### src/rtl/mmio_ctrl_v2.sv
// MMIO controller: RAM below a top-of-space window of output registers and synchronised inputs.
// Latency: loads return 1 cycle after acceptance (rd_valid pulse); stores to registers visible next cycle.
// Backpressure: none; a read is dropped when a write is presented the same cycle. Optional MMIO_IRQ_EN adds input-change irq.
module mmio_ctrl_v2 #(
    parameter int                    addr_width  = 10,
    parameter int                    data_width  = 32,
    parameter int                    num_out     = 2,
    parameter int                    num_in      = 2,
    parameter logic [data_width-1:0] out_rst_val = '0
) (
    input  logic                           clk,
    input  logic                           rst,
    input  logic                           wr_en,
    input  logic                           rd_en,
    input  logic [addr_width-1:0]          addr,
    input  logic [data_width-1:0]          wr_data,
    output logic                           ram_wr_en,
    output logic                           ram_rd_en,
    input  logic [data_width-1:0]          ram_rd_data,
    output logic [data_width-1:0]          rd_data,
    output logic                           rd_valid,
    output logic [num_out*data_width-1:0]  out_ports,
    input  logic [num_in*data_width-1:0]   in_ports,
    output logic                           irq
);

    localparam logic [addr_width-1:0] TOP = '1;

    logic [num_out-1:0]             hit_out;
    logic [num_in-1:0]              hit_in;
    logic                           in_win;
    logic                           rd_acc;
    logic [data_width-1:0]          io_sel;

    logic [num_out*data_width-1:0]  out_q, out_d;
    logic [num_in*data_width-1:0]   sync1_q, sync1_d;
    logic [num_in*data_width-1:0]   sync2_q, sync2_d;
    logic                           rd_vld_q, rd_vld_d;
    logic                           rd_ram_q, rd_ram_d;
    logic [data_width-1:0]          rd_io_q, rd_io_d;
    logic [data_width-1:0]          hold_q, hold_d;

    // Full-width unsigned address decode and selection of the I/O word being read
    always_comb begin
        hit_out = '0;
        hit_in  = '0;
        io_sel  = '0;
        for (int k = 0; k < num_out; k++) begin
            hit_out[k] = (addr == TOP - addr_width'(k));
            if (hit_out[k]) io_sel = out_q[k*data_width +: data_width];
        end
        for (int j = 0; j < num_in; j++) begin
            hit_in[j] = (addr == TOP - addr_width'(num_out + j));
            if (hit_in[j]) io_sel = sync2_q[j*data_width +: data_width];
        end
    end

    assign in_win    = (|hit_out) | (|hit_in);
    // A write in the same cycle always wins over a read
    assign rd_acc    = rd_en & ~wr_en;
    assign ram_wr_en = wr_en & ~in_win;
    assign ram_rd_en = rd_acc & ~in_win;

    // Next-state: register writes, input synchronisers, read-return pipeline, held read data
    always_comb begin
        out_d = out_q;
        for (int k = 0; k < num_out; k++) begin
            if (wr_en && hit_out[k]) out_d[k*data_width +: data_width] = wr_data;
        end
        sync1_d  = in_ports;
        sync2_d  = sync1_q;
        rd_vld_d = rd_acc;
        rd_ram_d = rd_acc & ~in_win;
        rd_io_d  = rd_acc ? io_sel : rd_io_q;
        hold_d   = rd_valid ? rd_data : hold_q;
    end

    // Outputs: a reset in the return cycle suppresses the pending valid
    always_comb begin
        rd_valid  = rd_vld_q & ~rst;
        rd_data   = hold_q;
        if (rd_valid) rd_data = rd_ram_q ? ram_rd_data : rd_io_q;
        out_ports = out_q;
    end

    // State registers with synchronous reset
    always_ff @(posedge clk) begin
        if (rst) begin
            out_q    <= {num_out{out_rst_val}};
            sync1_q  <= '0;
            sync2_q  <= '0;
            rd_vld_q <= 1'b0;
            rd_ram_q <= 1'b0;
            rd_io_q  <= '0;
            hold_q   <= '0;
        end else begin
            out_q    <= out_d;
            sync1_q  <= sync1_d;
            sync2_q  <= sync2_d;
            rd_vld_q <= rd_vld_d;
            rd_ram_q <= rd_ram_d;
            rd_io_q  <= rd_io_d;
            hold_q   <= hold_d;
        end
    end

`ifdef MMIO_IRQ_EN
    logic [num_in*data_width-1:0]   sync3_q, sync3_d;
    logic [num_in-1:0]              pend_q, pend_d;
    logic                           irq_q, irq_d;

    // Pending bit per input: set on a synchronised change, cleared by a read of that input (set wins)
    always_comb begin
        sync3_d = sync2_q;
        pend_d  = pend_q;
        for (int j = 0; j < num_in; j++) begin
            if (rd_acc && hit_in[j]) pend_d[j] = 1'b0;
            if (sync2_q[j*data_width +: data_width] != sync3_q[j*data_width +: data_width])
                pend_d[j] = 1'b1;
        end
        irq_d = |pend_q;
    end

    // Interrupt state registers
    always_ff @(posedge clk) begin
        if (rst) begin
            sync3_q <= '0;
            pend_q  <= '0;
            irq_q   <= 1'b0;
        end else begin
            sync3_q <= sync3_d;
            pend_q  <= pend_d;
            irq_q   <= irq_d;
        end
    end

    assign irq = irq_q;
`else
    assign irq = 1'b0;
`endif

endmodule

### config.mk
export PLATFORM = sky130hd
export DESIGN_NAME = mmio_ctrl_v2
export DESIGN_NICKNAME = d
export VERILOG_FILES = /design/src/rtl/mmio_ctrl_v2.sv
export SDC_FILE = /design/constraint.sdc
export NUM_CORES = 1
export LEC_CHECK = 0
export ABC_AREA = 1
export BUFFER_PORTS_ARGS = -buffer_cell sky130_fd_sc_hd__buf_2
export CAP_MARGIN = 20
export CORE_UTILIZATION = 59
export CTS_BUF_LIST = sky130_fd_sc_hd__clkbuf_2 sky130_fd_sc_hd__clkbuf_4 sky130_fd_sc_hd__clkbuf_8
export DETAILED_ROUTE_END_ITERATION = 6
export GPL_TIMING_DRIVEN = 0
export PLACE_DENSITY_LB_ADDON = 0.05
export SYNTH_ARGS = -nofsm -noshare
export SYNTH_HDL_FRONTEND = slang
export SYNTH_SLANG_ARGS = --single-unit
### constraint.sdc
create_clock -name clk -period 2.2 [get_ports clk]
set_input_delay 0 -clock clk [delete_from_list [all_inputs] [get_ports clk]]
set_output_delay 0 -clock clk [all_outputs]
set_load 0.03 [all_outputs]
; Word-level counts from Yosys, hierarchy flattened
; Index checks and enable logic that the tools add are counted.
[totals]
elab_cells = 30
out_inout_bits = 100
regBits = 258
input_bits = 142
[op_classes]
n_mux = 6
reduce_logical = 4
bitwise_logic = 8
eq_ne = 4
[op_table]
columns = op, count
row1 = 2-to-1 mux 32 bit, 6
row2 = == test 10 bit (second input constant), 4
row3 = AND 1 bit, 4
row4 = OR reduction 2 bit, 2
row5 = NOT 1 bit, 3
row6 = logical AND 1 bit, 2
row7 = bitwise OR 1 bit, 1

; Longest topological paths before layout
; Gate-level depths: netlist of run 1.
[logic_depth]
ltp_word = 5
depth_mapped = 9

; Worst setup path before layout of run 1
; OpenSTA, ideal clock, no wires.
[synth_path]
path_type = register -> register
startpoint = reg rd_ram_q
endpoint = reg hold_q[10]
arrival_ns = 1.611
slack_ns = 0.528
period_less_slack_ns = 1.672
stages_incl_launch_ff = 7
cell_sequence = dfxtp_1 -> clkbuf_1 -> inv_1 -> clkbuf_1 -> a21oi_1 -> a21oi_1 -> and2_1
[synth_via]
elab_chain_cells = 2
[synth_lines]
columns = item, line_no
row1 = "start, declared", 39  ; logic rd_ram_q, rd_ram_d;
row2 = "start signal, assigned", 101  ; rd_ram_q <= rd_ram_d;
row3 = 2-to-1 mux 32 bit (2 in a row), 82  ; if (rd_valid) rd_data = rd_ram_q ? ram_rd_data : rd_io_q;
row4 = named net rd_data[10], 20  ; output logic [data_width-1:0] rd_data,
row5 = "end signal, assigned", 103  ; hold_q <= hold_d;
row6 = "end, declared", 41  ; logic [data_width-1:0] hold_q, hold_d;
; The timed path passes the listed nets, and every way through them passes these cells.
; A chain may end at the register's enable or synchronous reset.

; Worst setup path in the final report of run 1
[layout_path]
startpoint = in addr[2]
endpoint = out ram_wr_en
[layout_via]
elab_chain_cells = 5
elab_cells_between_ends = 9
[layout_lines]
columns = item, line_no
row1 = "start, declared", 15  ; input logic [addr_width-1:0] addr,
row2 = == test 10 bit (on tied branches), "49, 53"
row3 = OR reduction 2 bit, 58  ; assign in_win = (|hit_out) | (|hit_in);
row4 = bitwise OR 1 bit *, 58
row5 = NOT 1 bit *, 61  ; assign ram_wr_en = wr_en & ~in_win;
row6 = AND 1 bit *, 61
row7 = "end, declared", 17  ; output logic ram_wr_en,
; Every way passes the cells marked *; elsewhere a longest branch is shown, timed or not.

==> results of run 1 <==
[cell type report]
| type | instances | area [um^2] | area share, % |
|---|---|---|---|
| well taps | 220 | 275 | 2.02 |
| clock inverters | 3 | 20.0 | 0.147 |
| multi-input cells | 760 | 3670 | 27.0 |
| flip-flops and latches | 258 | 5160 | 37.9 |
| clock buffers | 71 | 833 | 6.11 |
| inverters | 170 | 641 | 4.70 |
| repair buffers | 373 | 2540 | 18.6 |
| plain buffers | 98 | 484 | 3.55 |
| diodes | 1 | 2.50 | 0.0184 |
[power groups by stage]
stage               clock [mW]  sequential (mW)  combinational (mW)
floorplan                    0             4.97               0.461
global placement             0             4.99               0.736
detailed placement           0             4.99               0.750
CTS                       4.19             4.89               0.934
global route              4.44             4.90                1.06
finish                    4.20             4.89               0.979
[stage by stage]
step / worst slack [ns] / hold WS (ns) / instance area (um^2) / instances
floorplan: 0.528 / 0.107 / 9960 / 1287
global placement: 0.605 / 0.198 / 11400 / 1746
detailed placement: 0.593 / 0.205 / 11400 / 1746
CTS: 0.0531 / 0.0387 / 13600 / 1954
global route: 0.0492 / 0.0959 / 13600 / 1954
finish: 0.148 / 0.0603 / 13600 / 1954
[cells in the final DEF (no fill, tap or decap), drive strengths merged]
cell and n:
nor3 2, dfxtp 258, nand2 73, a21oi 96, clkinv 1, conb 1, nor2 301, o2111ai 2
clkinvlp 2, nand4 66, buf 290, dlygate4sd3 134, and2 32, nand3 33, o21ai 94, diode 1
inv 170, clkbuf 118, a31oi 30, o211ai 30
[per-layer routing]
metal / up-vias / track usage [%] / routed length, um
met2: 520 / 65.0 / 16100
met3: 127 / 5.92 / 2140
met4: 0 / 19.0 / 1450
met5: - / 0 / 0
li1: 4962 / - / -
met1: 4840 / 41.7 / 12300
[cell usage after synthesis (4+ instances only)]
| cell type | number | area share, % |
|---|---|---|
| and2_1 | 32 | 2.0 |
| o211ai_1 | 30 | 2.3 |
| nor2_4 | 5 | 0.57 |
| a21oi_1 | 86 | 4.3 |
| nand4_1 | 64 | 4.0 |
| buf_1 | 4 | 0.15 |
| inv_1 | 162 | 6.1 |
| buf_4 | 14 | 1.1 |
| dfxtp_1 | 258 | 52 |
| a31oi_1 | 30 | 1.9 |
| nand2_1 | 70 | 2.6 |
| inv_2 | 7 | 0.26 |
| nand3_1 | 33 | 1.7 |
| a21oi_2 | 10 | 0.88 |
| nor2_1 | 295 | 11 |
| o21ai_1 | 62 | 3.1 |
| buf_2 | 30 | 1.5 |
| clkbuf_1 | 48 | 1.8 |
| o21ai_0 | 32 | 1.6 |
[what timing repair did]
action	4_1_cts	5_1_grt
buffers inserted	0	0
resized for setup	0	6
endpoints found under the setup margin	0	22
hold endpoints to repair	163	0
hold buffers	134	0
[how the worst min path moves through the flow]
stage	start	end	slack, ns	cells past startpoint
global placement	in_ports[56]	sync1_q[56]	0.20	3
detailed placement	in_ports[28]	sync1_q[28]	0.20	3
finish	addr[0]	rd_io_q[31]	0.06	6
global route	addr[0]	out_ports[63]	0.1	5
CTS	addr[6]	out_ports[9]	0.04	6
floorplan	in_ports[0]	sync1_q[0]	0.11	2
[cell families (layout without fill, tap and decap cells)]
group           count (synthesis)  count (layout)  synth area share [%]
simple gates                  507             507                  22.6
buf+inv                       269             715                  11.3
flops                         258             258                  51.8
compound gates                252             252                  14.2
other cells                     1               2                0.0376
[registers in the layout, indices dropped and copies added, names as in the netlist]
| register | cells |
|---|---|
| rd_vld_q | 1 |
| sync2_q | 64 |
| out_ports | 64 |
| rd_ram_q | 1 |
| hold_q | 32 |
| sync1_q | 64 |
| rd_io_q | 32 |
[tightest hold or removal path: stages]
cell and delay [ns]:
buf_2 0.12, nor2_4 0.09, nand4_1 0.10, nand3_1 0.08, nand2_1 0.09, a21oi_1 0.06
==> out/qor.yml, run 1 <==
yosys:
  synth_nets: 1429
  ys.flop_type: "dfxtp_1"
  synth_seq_cells: 258
  yosysWarnings: 0
  postSynthCellCount: 1287
  yosysSeqAreaShare_pct: 51.8
  syn_avg_cell_area_um2: 7.74
  synthArstFlopShare_pct: 0
  ys_types: 27
  synth_area_mm2: 0.00996
  synth-edff-count: 0
pwr:
  power.density_mw_per_mm2: 739
  comb_power_share_pct: 9.7
  ir_worst_vdd_mv: 0.572
  cellLeakagePower_nw: 6.34
  seqPwrFrac_pct: 48.6
  power.internal_mw: 7.63
  finalPower_mw: 10.1
  p_sw_share_pct: 24.3
  p_switching_mw: 2.44
  power_frac_clock_pct: 41.7
worst_setup_path:
  reg2reg_to: "hold_q[15]"
  worstPathArrival_ns: 2.05
  r2r_setup_slack_ns: 0.70
  cp-end-kind: "output pin"
  critPathCapture: "ram_wr_en"
  slowest_delay_ns: 0.60
  critPathMaxFanout: 3
  cp.depth: 7
  r2r-start: "rd_ram_q"
  reg2reg_depth: 5
  worstSetupPathType: "in2out"
  critical_path.top_delay_family: "buffers and inverters"
  crit_chain: "dlygate4sd3_1, buf_2, nand2_2, dlygate4sd3_1, nor3_1, nor2_1, buf_2"
  required_ns: 2.20
  critPathBufInv: 4
  critPathLaunch: "addr[2]"
  slowest_stage: "dlygate4sd3_1"
  worstSetupStartpointType: "primary input"
die:
  dieArea_mm2: 0.0174
  core_area_mm2: 0.0165
  die_w_um: 132
  die_y_um: 132
  start_util_pct: 60.3
  num_rows: 47
  num_io_pins: 242
grt:
  grtUsageTotal_pct: 36.3
  grt_pass1_wl_um: 50000
  grt_antenna_before_repair: 1
  grt_max_degree: 11
  grt_pass1_vias: 10200
  grt-ovfl-total: 0
run_status:
  run_status: "finished clean"
placement:
  gp_congestion: 0.876
  hpwl_um: 19800
  numPortBuffers: 239
sta:
  worst_pin_slew_ns: 0.618
  period_minus_slack_ns: 2.05
  maxSlewViolCount: 0
  rsz0062_at_grt: "no"
  final_hold_viol_count: 0
  setup_viol: 0
  fin_setup_tns_ns: 0
  skew_ns: 0.0152
  fmax_mhz: 487
  slew_headroom_pct: 58.8
  finalCritPeriodShare_pct: 93.3
run:
  maxCapViolations: 0
detailed_routing:
  antenna_left: 0
  routed_via_density: 5.35
  drtIter0Drc: 705
  drc: 0
  firstDrtPassIters: 7
  wl_per_cell_um: 16.4
  vias: 10400
  drt-total-wl_um: 32000
finish:
  final_layout_size_suffix_gt1_share_pct: 22.6
  fillers: 1082
  final_util_pct: 82.5
  area_growth_pct: 36.8
  finalNetCount: 1844
clock_network:
  cts.clk_slew.worst_paths_ns: 0.06
  clock-sinks: 258
  h-tree-depth: 2
  clock_path_buffers: 3
  clock_latency_ns: 0.53
  cts_buffers: 41
  tritoncts: "yes"
  clock-root-buffer: "clkbuf_8"
worst_hold_path:
  hp-class: "in2reg"
Power figures use the tool's default switching activity.
==> run 2, diff against run 1 <==
--- a/config.mk
+++ b/config.mk
@@ -8,6 +8,7 @@
 export ABC_AREA = 1
 export BUFFER_PORTS_ARGS = -buffer_cell sky130_fd_sc_hd__buf_2
 export CAP_MARGIN = 20
+export CORE_MARGIN = 2
 export CORE_UTILIZATION = 59
 export CTS_BUF_LIST = sky130_fd_sc_hd__clkbuf_2 sky130_fd_sc_hd__clkbuf_4 sky130_fd_sc_hd__clkbuf_8
 export DETAILED_ROUTE_END_ITERATION = 6
==> run 2 against run 1 <==
Clock power rose by 7.9%. Die area rose by 3.1%. Cell area rose by 0.19%. Maximum frequency rose by 2.8%. Register-to-register slack improved by 0.02 ns. Combinational power barely moved. Worst setup slack improved by 0.056 ns. Largest power group unchanged. Critical path depth fell by 2. Final cell count fell by 0.41%. Count of clock-buffer cells in the layout fell by 12. Critical path type is now reg2out. Sequential share of layout area fell by 0.073 points.
==> out/qor.yml, run 2 (synthesis results as in run 1) <==
clock_network:
  cts.clk_slew.worst_paths_ns: 0.06
  clock_path_buffers: 3
  cts_buffers: 41
  h-tree-depth: 2
  tritoncts: "yes"
  post_cts_buffers: 0
  clock-root-buffer: "clkbuf_8"
  clock-sinks: 258
  clock_latency_ns: 0.56
grt:
  grtUsageTotal_pct: 35.0
  grt_antenna_before_repair: 0
  grt_max_degree: 12
  grt-busiest-layer: "met2"
  met1_usage_pct: 41.9
  grt-ovfl-total: 0
  grt_pass1_wl_um: 49700
  grtUsageMet2_pct: 62.2
  grt_pass1_vias: 9905
  grtUsageMet3_pct: 5.25
worst_setup_path:
  reg2reg_to: "hold_q[31]"
  r2r-start: "rd_ram_q"
  required_ns: 2.20
  reg2reg_depth: 5
  r2r_setup_slack_ns: 0.72
  worstSetupPathType: "reg2out"
  slowest_stage: "dfxtp_1"
  cp-end-kind: "output pin"
  crit_chain: "inv_1, buf_2, nand2_1, a21oi_1, buf_2"
  worstSetupStartpointType: "register"
  slowest_delay_ns: 0.41
  cp_common_cell: "buf_2"
  worstPathArrival_ns: 2.00
  critPathMaxFanout: 10
worst_hold_path:
  hold_end: "rd_io_q[27]"
  hold_start: "addr[1]"
  min_path_cells: 6
  hp-class: "in2reg"
die:
  core_area_mm2: 0.0165
  die_w_um: 134
  num_io_pins: 242
  num_rows: 47
  start_util_pct: 60.3
  die_y_um: 134
  dieArea_mm2: 0.0179
sta:
  rsz0062_at_grt: "no"
  finalCritPeriodShare_pct: 90.7
  skew_ns: 0.0250
  worst_pin_slew_ns: 0.594
  slew_headroom_pct: 60.4
  setup_viol: 0
  period_minus_slack_ns: 2.00
  fmax_mhz: 501
  final_hold_viol_count: 0
  maxSlewViolCount: 0
  fin_setup_tns_ns: 0
  hold-worst-slack_ns: 0.00707
placement:
  hpwl_um: 20300
  numPortBuffers: 239
  gp_congestion: 0.902
  placed_area_mm2: 0.0114
detailed_routing:
  antenna_left: 0
  drc: 0
  wl_per_cell_um: 16.4
  routed_via_density: 5.25
  drtIter0Drc: 685
  firstDrtPassIters: 6
  vias: 10200
  drt-total-wl_um: 31900
run:
  maxCapViolations: 0
finish:
  finalNetCount: 1841
  layout_commonest_cell: "nor2_1"
  final_cell_area_mm2: 0.0137
  final_layout_size_suffix_gt1_share_pct: 22.5
  layout_common_cells: "nor2_1 (295), buf_2 (269), dfxtp_1 (258), inv_1 (162), dlygate4sd3_1 (131)"
  diodes: 0
  area_growth_pct: 37.1
run_status:
  run_status: "finished clean"
pwr:
  power.density_mw_per_mm2: 762
  ir_worst_vdd_mv: 0.639
  cellLeakagePower_nw: 6.35
run 2: cell types whose count changed in the layout (fill, tap and decap cells not counted), moves of 2 or more:
cell           previous run  this run
clkbuf_4                 23         7
clkbuf_8                 48        52
inv_6                     0         2
bufinv_16                 0         3
dlygate4sd3_1           134       131
clkinv_2                  1         4
run 2: worst max-delay path: cells and delay by family, from the launching register on:
family / cells / cell delay (ns)
buffers and inverters: 3 / 0.68
DFF: 1 / 0.41
AOI/OAI and AO/OA: 1 / 0.24
and+or+nand+nor: 1 / 0.12
run 2: repair_timing:
item	4_1_cts	5_1_grt
resized for setup	0	8
hold buffers	131	0
setup endpoints to repair	0	28
endpoints found under the hold margin	161	0
run 2: metrics by stage:
| stage | utilization, % | total power [mW] | cells | setup WS [ns] |
|---|---|---|---|---|
| after floorplan | - | 5.43 | 1287 | 0.528 |
| after global placement | 69.2 | 5.72 | 1746 | 0.608 |
| after detailed placement | 69.2 | 5.74 | 1746 | 0.596 |
| after CTS | 82.7 | 10.4 | 1947 | 0.0421 |
| after global routing | 82.7 | 10.7 | 1946 | 0.112 |
| final | 82.7 | 10.4 | 1946 | 0.204 |
run 2: worst max-delay path by stage:
| stage | start | endpoint | cells past startpoint |
|---|---|---|---|
| final | rd_ram_q | rd_data[26] | 5 |
| after global routing | rd_ram_q | rd_data[20] | 4 |
| after CTS | rd_ram_q | rd_data[15] | 6 |
| after detailed placement | rd_ram_q | hold_q[17] | 6 |
| after global placement | rd_ram_q | hold_q[9] | 6 |
| after floorplan | rd_ram_q | hold_q[10] | 6 |
run 2: layer usage:
metal  share of wire [%]  up-vias
met3                 6.2      112
li1                    -     4970
met4                 4.2        0
met2                  50      444
met5                   0        -
met1                  40     4686
run 2: cell type report:
type / instances / area [um^2]
Buffer: 98 / 485
Clock buffer: 59 / 768
Clock inverter: 11 / 143
Fill cell: 1090 / 2870
Inverter: 170 / 641
Multi-Input combinational cell: 760 / 3670
Sequential cell: 258 / 5160
Tap cell: 220 / 275
Timing Repair Buffer: 370 / 2510
run 2: where the power goes:
group          internal (mW)  total [mW]  switching [mW]
Sequential              4.84        4.89          0.0582
Combinational          0.420       0.976           0.555
Clock                   2.61        4.53            1.93
